--- config.mk ---
export PLATFORM = sky130hd
export DESIGN_NAME = bus_master_port
export DESIGN_NICKNAME = d
export VERILOG_FILES = /design/src/rtl/bus_pkg.sv /design/src/rtl/bus_timeout_cnt.sv /design/src/rtl/bus_master_port.sv
export SDC_FILE = /design/constraint.sdc
export NUM_CORES = 1
export LEC_CHECK = 0
export ABC_AREA = 1
export CORE_MARGIN = 4
export CORE_UTILIZATION = 35
export DETAILED_ROUTE_END_ITERATION = 6
export GPL_TIMING_DRIVEN = 0
export PLACE_DENSITY = 0.69
export REMOVE_ABC_BUFFERS = 1
export SETUP_SLACK_MARGIN = 0.15
export SLEW_MARGIN = 20
export SYNTH_ARGS = -nofsm -noshare
export SYNTH_HDL_FRONTEND = slang
export SYNTH_SLANG_ARGS = --single-unit
--- constraint.sdc ---
create_clock -name clk_i -period 4 [get_ports clk_i]
set_input_delay 1 -clock clk_i [delete_from_list [all_inputs] [get_ports clk_i]]
set_output_delay 1 -clock clk_i [all_outputs]
set_load 0.02 [all_outputs]
--- src/rtl/bus_pkg.sv ---
// Shared widths, FSM encoding and request payload for the bus master port.
package bus_pkg;

  localparam int unsigned ADDR_WIDTH             = 16;
  localparam int unsigned DATA_WIDTH             = 32;
  localparam int unsigned SPLIT_DELAY_CYCLES     = 1;
  localparam int unsigned DEFAULT_TIMEOUT_CYCLES = 16;

  typedef enum logic [1:0] {
    ST_IDLE  = 2'd0,
    ST_ISSUE = 2'd1,
    ST_WAIT  = 2'd2,
    ST_SPLIT = 2'd3
  } master_state_e;

  typedef struct packed {
    logic [ADDR_WIDTH-1:0] addr;
    logic [DATA_WIDTH-1:0] wdata;
    logic                  we;
    logic                  split;
  } bus_req_t;

  // Split transfers only make sense for reads.
  function automatic logic split_request(input bus_req_t req);
    return req.split & ~req.we;
  endfunction

endpackage

--- src/rtl/bus_timeout_cnt.sv ---
// Counts unanswered bus-wait cycles; o_expired_c flags the cycle that reaches LIMIT.
module bus_timeout_cnt #(
  parameter int unsigned LIMIT = 16
) (
  input  logic clk_i,
  input  logic rst_ni,
  input  logic i_clear,
  input  logic i_enable,
  output logic o_expired_c
);

  localparam int unsigned CNT_W = $clog2(LIMIT + 1);

  logic [CNT_W-1:0] r_cnt;

  // Saturates at LIMIT so a held enable cannot wrap around.
  always_ff @(posedge clk_i or negedge rst_ni) begin
    if (!rst_ni) begin
      r_cnt <= '0;
    end else if (i_clear) begin
      r_cnt <= '0;
    end else if (i_enable && (r_cnt != CNT_W'(LIMIT))) begin
      r_cnt <= r_cnt + CNT_W'(1);
    end
  end

  assign o_expired_c = i_enable && (r_cnt == CNT_W'(LIMIT - 1));

endmodule

--- src/rtl/bus_master_port.sv ---
// Single-outstanding bus master: captures a user request, issues it for one
// cycle, then waits (optionally through a split phase) for completion or timeout.
module bus_master_port
  import bus_pkg::*;
#(
  parameter int unsigned TIMEOUT_CYCLES = DEFAULT_TIMEOUT_CYCLES
) (
  input  logic                  clk_i,
  input  logic                  rst_ni,
  input  logic                  req_valid_i,
  output logic                  req_ready_o,
  input  logic [ADDR_WIDTH-1:0] req_addr_i,
  input  logic [DATA_WIDTH-1:0] req_wdata_i,
  input  logic                  req_we_i,
  input  logic                  req_split_i,
  output logic                  valid_o,
  output logic [ADDR_WIDTH-1:0] addr_o,
  output logic [DATA_WIDTH-1:0] wdata_o,
  output logic                  we_o,
  output logic                  split_start_o,
  input  logic                  ready_i,
  input  logic [DATA_WIDTH-1:0] rdata_i,
  input  logic                  err_i,
  input  logic                  split_busy_i,
  input  logic                  split_ready_i,
  output logic                  rsp_valid_o,
  output logic [DATA_WIDTH-1:0] rsp_rdata_o,
  output logic                  rsp_err_o,
  output logic                  rsp_timeout_o,
  output logic                  rsp_split_o
);

  master_state_e r_state;
  master_state_e w_state_nxt;
  bus_req_t      r_req;
  bus_req_t      w_req_in;

  logic                  r_req_ready;
  logic                  r_valid;
  logic                  r_split_start;
  logic                  r_rsp_valid;
  logic [DATA_WIDTH-1:0] r_rsp_rdata;
  logic                  r_rsp_err;
  logic                  r_rsp_timeout;
  logic                  r_rsp_split;

  logic w_busy;
  logic w_done;
  logic w_expired;
  logic w_accept;

  assign w_req_in = '{addr: req_addr_i, wdata: req_wdata_i, we: req_we_i, split: req_split_i};
  assign w_accept = (r_state == ST_IDLE) && req_valid_i;
  assign w_busy   = (r_state == ST_WAIT) || (r_state == ST_SPLIT);
  assign w_done   = w_busy && ready_i;

  bus_timeout_cnt #(
    .LIMIT (TIMEOUT_CYCLES)
  ) u_timeout_cnt (
    .clk_i       (clk_i),
    .rst_ni      (rst_ni),
    .i_clear     (!w_busy),
    .i_enable    (w_busy && !ready_i),
    .o_expired_c (w_expired)
  );

  // Next-state logic; a completion always beats an expiring timeout.
  always_comb begin
    w_state_nxt = r_state;
    case (r_state)
      ST_IDLE:  if (req_valid_i) w_state_nxt = ST_ISSUE;
      ST_ISSUE: w_state_nxt = ST_WAIT;
      ST_WAIT: begin
        if (w_done || w_expired) w_state_nxt = ST_IDLE;
        else if (split_busy_i)   w_state_nxt = ST_SPLIT;
      end
      ST_SPLIT: if (w_done || w_expired) w_state_nxt = ST_IDLE;
      default:  w_state_nxt = ST_IDLE;
    endcase
  end

  always_ff @(posedge clk_i or negedge rst_ni) begin
    if (!rst_ni) begin
      r_state       <= ST_IDLE;
      r_req         <= '0;
      r_req_ready   <= 1'b1;
      r_valid       <= 1'b0;
      r_split_start <= 1'b0;
      r_rsp_valid   <= 1'b0;
      r_rsp_rdata   <= '0;
      r_rsp_err     <= 1'b0;
      r_rsp_timeout <= 1'b0;
      r_rsp_split   <= 1'b0;
    end else begin
      r_state       <= w_state_nxt;
      r_req_ready   <= (w_state_nxt == ST_IDLE);
      r_valid       <= (w_state_nxt == ST_ISSUE);
      r_rsp_valid   <= w_done || w_expired;
      r_split_start <= w_accept && split_request(w_req_in);
      if (w_accept) begin
        r_req <= w_req_in;
      end
      // Response fields hold between completions.
      if (w_done) begin
        r_rsp_rdata   <= r_req.we ? '0 : rdata_i;
        r_rsp_err     <= err_i;
        r_rsp_timeout <= 1'b0;
        r_rsp_split   <= !r_req.we && ((r_state == ST_SPLIT) || split_ready_i);
      end else if (w_expired) begin
        r_rsp_rdata   <= '0;
        r_rsp_err     <= 1'b1;
        r_rsp_timeout <= 1'b1;
        r_rsp_split   <= 1'b0;
      end
    end
  end

  assign req_ready_o   = r_req_ready;
  assign valid_o       = r_valid;
  assign addr_o        = r_req.addr;
  assign wdata_o       = r_req.wdata;
  assign we_o          = r_req.we;
  assign split_start_o = r_split_start;
  assign rsp_valid_o   = r_rsp_valid;
  assign rsp_rdata_o   = r_rsp_rdata;
  assign rsp_err_o     = r_rsp_err;
  assign rsp_timeout_o = r_rsp_timeout;
  assign rsp_split_o   = r_rsp_split;

endmodule
Yosys cells after proc, flatten, opt, wreduce, memory -nomap -nowiden
Index checks and enable logic that the tools add are counted.
{"block": "totals", "ff_bits": 95, "input_bits": 89, "out_inout_bits": 88}
{"block": "classes", "n_addsub": 1, "n_eq_ne": 7, "mux": 15, "bitwise": 2, "n_reduce_logical": 15}
{"cell": "32-bit 2-to-1 mux", "n": 3}
{"cell": "5-bit 2-to-1 mux", "n": 2}
{"cell": "2-bit 2-to-1 mux", "n": 4}
{"cell": "2-bit case mux with 4 select lines", "n": 1}
{"cell": "1-bit logical AND", "n": 7}
{"cell": "5-bit by 1-bit adder with 5-bit output, second input constant", "n": 1}
{"cell": "5-bit by 4-bit equality test with 1-bit output, second input constant", "n": 1}
{"cell": "1-bit 2-to-1 mux", "n": 5}
{"cell": "5-bit inequality test, second input constant", "n": 1}
{"cell": "2-bit by 1-bit equality test with 1-bit output, second input constant", "n": 2}
{"cell": "2-bit equality test, second input constant", "n": 2}
{"cell": "2-bit logical NOT", "n": 2}
{"cell": "1-bit logical OR", "n": 3}
{"cell": "1-bit logical NOT", "n": 2}
{"cell": "2-bit by 1-bit inequality test with 1-bit output, second input constant", "n": 1}
{"cell": "2-bit nonzero test", "n": 1}
{"cell": "1-bit AND", "n": 1}
{"cell": "1-bit inverter", "n": 1}

Logic depth before layout (Yosys ltp)
{"block": "depth", "ltp_word": 8, "ltp_mapped": 8}

By module
Synthesis repeated with hierarchy kept, for this count alone.
{"block": "unflattened", "cells_unflattened": 436, "hier_area_um2": 3871.2}
{"module": "bus_master_port", "instances": 1, "cells_each": 390, "area_each_um2": 3530.9}
{"module": "bus_timeout_cnt", "instances": 1, "cells_each": 46, "area_each_um2": 340.3}

Least setup slack after synthesis
No wires, ideal clock.
{"block": "synth_timing", "path_type": "input port to flip-flop", "startpoint": "input port ready_i", "endpoint": "register r_rsp_rdata[12] (netlist: rsp_rdata_o[12])", "setup_ns": 0.065, "arrival_time_ns": 1.546, "t_required_ns": 3.935, "slack_ns": 2.389, "path_stages": 4, "n_path_buf": 1, "path_cell_list": "nand2_4 -> buf_1 -> nand3_1 -> nand2_1"}
{"block": "synth_via", "elab_chain_cells": 4, "elab_cells_between_ends": 6, "cone_classes": "mux: 1; reduce/logical: 5"}
{"element": "start: declaration", "line_no": "bus_master_port.sv:21", "source": "input logic ready_i,"}
{"element": "1-bit logical NOT", "line_no": "bus_master_port.sv:63", "source": ".i_enable (w_busy && !ready_i),"}
{"element": "1-bit logical AND", "line_no": "bus_master_port.sv:63"}
{"element": "1-bit logical AND", "line_no": "bus_timeout_cnt.sv:27", "source": "assign o_expired_c = i_enable && (r_cnt == CNT_W'(LIMIT - 1));"}
{"element": "2-bit nonzero test (no source line)"}
{"element": "end signal: assignment", "line_no": "bus_master_port.sv:105", "source": "r_rsp_rdata <= r_req.we ? '0 : rdata_i;"}
{"element": "end: declaration", "line_no": "bus_master_port.sv:42", "source": "logic [DATA_WIDTH-1:0] r_rsp_rdata;"}
Several ways; a longest one is shown, not always the timed one.
A chain may end at the register's enable or synchronous reset.

Worst setup path in the final report
{"block": "layout_timing", "startpoint": "input port req_valid_i", "endpoint": "register r_req, in the netlist addr_o[7]"}
{"block": "layout_via", "elab_chain_cells": 1}
{"element": "start: declaration", "line_no": "bus_master_port.sv:10", "source": "input logic req_valid_i,"}
{"element": "1-bit logical AND", "line_no": "bus_master_port.sv:53", "source": "assign w_accept = (r_state == ST_IDLE) && req_valid_i;"}
{"element": "end signal: assignment", "line_no": "bus_master_port.sv:101", "source": "r_req <= w_req_in;"}
{"element": "end: declaration", "line_no": "bus_master_port.sv:35", "source": "bus_req_t r_req;"}
No other way between the ends.

==> impl_results.md <==
* Outcome: complete, no violations
* IO Count at 177
* Clk_skew at 0.00477 ns
* Inserted Diodes at 0
* Tmin final at 2.50 ns
* Avg Cell Area, Syn at 9.04 µm²
* Post-CTS Repair Setup Buffers at 0
* P&R area growth vs syn at 54.8%
* Share of total power in sequential cells at between 30% and 40%
* Worst-Skew Late Latency at 0.36 ns
* Synth area leader: dfrtp_1
* R2R depth at 6
* Tcrit/Tclk final at a little over three fifths
* Vias in the first global route at 3479
* Layout cells sized above 1 at 4.55%
* Switching power of the nets at between 1.5 and 2 mW
* Fmax at 399 MHz
* Sw Share at 38.7%
* Ys Warns at 0
* Area share of the largest cell type after synthesis at 61.9%
* Worst-path clk slew at approximately 0.090 ns
* Maximum vdd ir drop at around 0.37 mV
* FF+latch area at 2380 µm²
* Post-synth cell types at 22
* TritonCTS clock tree: done
* Overall routing resource usage at 16.5%
* HPWL after DPL at 7310 µm
* Via density at 4.50
* Routed WL at 10200 µm
* Initial DRC Count at 121
* Root buf cell: clkbuf_8
* CP Class: in -> reg
* Crit Path Max Fanout at a little over 50
* Initial antenna violation count at 0
* Routability cong. at 0.807
* Buffers on Ports at 176
* Largest net degree at the start of global routing at between 50 and 60
* Clk pwr share at ~16%
* Die X at 112 µm
* Comb power frac at 47.0%
* Area contributors post-synth: dfrtp_1 62%, nand2_1 22%, nand3_1 5.7%
* Die area at 12600 µm²
* Setup TNS at 0 ns
* Unrepaired setup endpoints after global routing: no
* Hold path depth at 2
* Worst-margin pin slew at 0.782 ns
* Total number of vias at 3283
* Post-Syn Area at around 3800 µm²
* Worst R2R Setup Slack at between 1.5 and 2 ns
* Hold Crit Class: reg -> reg
* Max-slew violation count at 0
* Rows at 37
* Mapped Cells at 420
* Drt pass-1 iters at 4
* Power Total at 4.42 mW
* Max-capacitance violation count at 0
* Hold path startpoint: wdata_o[7]$_DFFE_PN0P_
* First-pass GRT wire length at approximately 17000 µm
* Register area share after synthesis at between 60% and 70%
* CTS H-tree depth at 3
* Internal Power at 2.71 mW
* Static Leakage at 2.89 nW
* Critical R2R Launch: r_state[1]$_DFF_PN0_
* Clock Tree Buf Depth at 2
* Clock Sinks at 95
* CTS buffer count at 9
* DRC at 0
* ANT nets after route at 0
* Data arrival, critical path at 2.81 ns
* CP startpoint kind: primary input
* Area of the multi-input gates at 1240 µm²
* Core Region at around 10000 µm²
* Reg-to-Reg End: addr_o[7]$_DFFE_PN0P_
* Worst setup EP type: flop
* Grt total ovfl at 0
* Worst slew margin at a little under half
* Die Y at 112 µm
* Power density cells at 752 nW/µm²
* Yosys reg bits at 95
* Final nets at 681
* Hold Violations, Final at 0
* Fill count at 973
* WHS Endpoint: wdata_o[7]$_DFFE_PN0P_
* Drt wl/cell at around 14 µm
* Initial Utilization at 36.3%
* Hold-fix buffers, CTS at 0
* # setup viols final at 0
* Critical path data required time at 4.31 ns
* Post-cts sizing count at 0
-- how the worst max path moves through the flow --
stage	end	slack, ns	cells after the start	from
after detailed placement	addr_o[7]$_DFFE_PN0P_	1.01	6	req_valid_i
after global routing	addr_o[7]$_DFFE_PN0P_	1.32	6	req_valid_i
final	addr_o[7]$_DFFE_PN0P_	1.50	6	req_valid_i
after global placement	rsp_rdata_o[17]$_DFFE_PN0P_	-1.66	1	rst_ni
after CTS	addr_o[7]$_DFFE_PN0P_	1.43	6	req_valid_i
after floorplan	addr_o[0]$_DFFE_PN0P_	1.37	4	req_valid_i
-- area by class of cell --
class	count	area share, %
sequential	95	40.5
inverter	13	0.830
multi-input combinational	292	21.1
clock buffer	11	2.58
tap	136	2.89
timing repair buffer	178	30.8
clock inverter	5	1.36
-- flip-flops by register name, indices dropped and copies added, names as in the netlist --
register             flops
rsp_split_o              1
rsp_rdata_o             32
wdata_o                 32
addr_o                  16
req_ready_o              1
rsp_valid_o              1
rsp_err_o                1
r_state                  2
rsp_timeout_o            1
u_timeout_cnt.r_cnt      5
valid_o                  1
we_o                     1
split_start_o            1
-- power by group through the flow --
stage                     clock (mW)  combinational, mW  sequential (mW)
after floorplan                    0              0.537             2.09
after global routing           0.794               2.26             1.68
after detailed placement           0               2.11             1.63
final                          0.727               2.08             1.62
after CTS                      0.751               2.12             1.62
after global placement             0               2.07             1.62
-- Yosys cell counts, drive strengths merged --
library cell / number
a21oi: 2
buf: 16
clkbuf: 4
dfrtp: 94
dfstp: 1
ha: 3
inv: 13
nand2: 229
nand3: 43
nand3b: 1
nand4: 2
nor2: 8
o21ai: 2
o21bai: 1
xnor2: 1
-- kinds of logic (layout without fill, tap and decap cells) --
group                      count (synthesis)  after routing  synth area share (%)
and+or+nand+nor                          283            283                  30.6
buffers and inverters                     33            207                  4.81
DFF                                       95             95                  62.6
adders and majority gates                  3              3                 0.988
AOI/OAI and AO/OA                          5              5                 0.725
xor gates and xnor gates                   1              1                 0.231
-- worst max-delay path: stages --
cell             delay [ns]
clkdlybuf4s50_1        0.48
nand2_2                0.20
buf_12                 0.25
inv_2                  0.58
nand2_1                0.17
nand2_1                0.10
-- layer usage --
layer	vias up	track usage, %	routed length, µm
li1	1630	-	-
met1	1508	19.4	4140
met2	131	26.9	4760
met3	14	7.55	1140
met4	0	5.29	168
met5	-	0	0
-- per-stage QoR --
| step | util [%] | hold WS (ns) | std cells | setup slack [ns] | area, µm² |
|---|---|---|---|---|---|
| 6_report | 56.2 | 0.484 | 730 | 1.50 | 5880 |
| 5_1_grt | 56.2 | 0.515 | 730 | 1.32 | 5880 |
| 4_1_cts | 56.2 | 0.489 | 730 | 1.43 | 5880 |
| 3_5_place_dp | 54.0 | 0.464 | 714 | 1.01 | 5650 |
| 3_3_place_gp | 53.5 | 0.461 | 712 | -1.66 | 5600 |
| 2_1_floorplan | - | 0.492 | 400 | 1.37 | 3660 |
-- cell usage in the layout, fill, tap and decap left out --
master / n
nor2_1: 6
xnor2_1: 1
a21oi_1: 2
inv_2: 2
dfrtp_1: 94
nand3_1: 43
nand2_1: 226
inv_1: 11
nand4_1: 2
nand2_4: 2
buf_6: 1
ha_1: 3
dfstp_2: 1
clkinv_2: 1
buf_16: 1
o21bai_1: 1
clkinvlp_4: 2
nand3b_1: 1
nor2_8: 1
nor2_4: 1
clkdlybuf4s50_1: 175
bufinv_16: 2
nand2_2: 1
buf_12: 1
o21ai_0: 2
clkbuf_8: 11
Power figures use the tool's default switching activity.
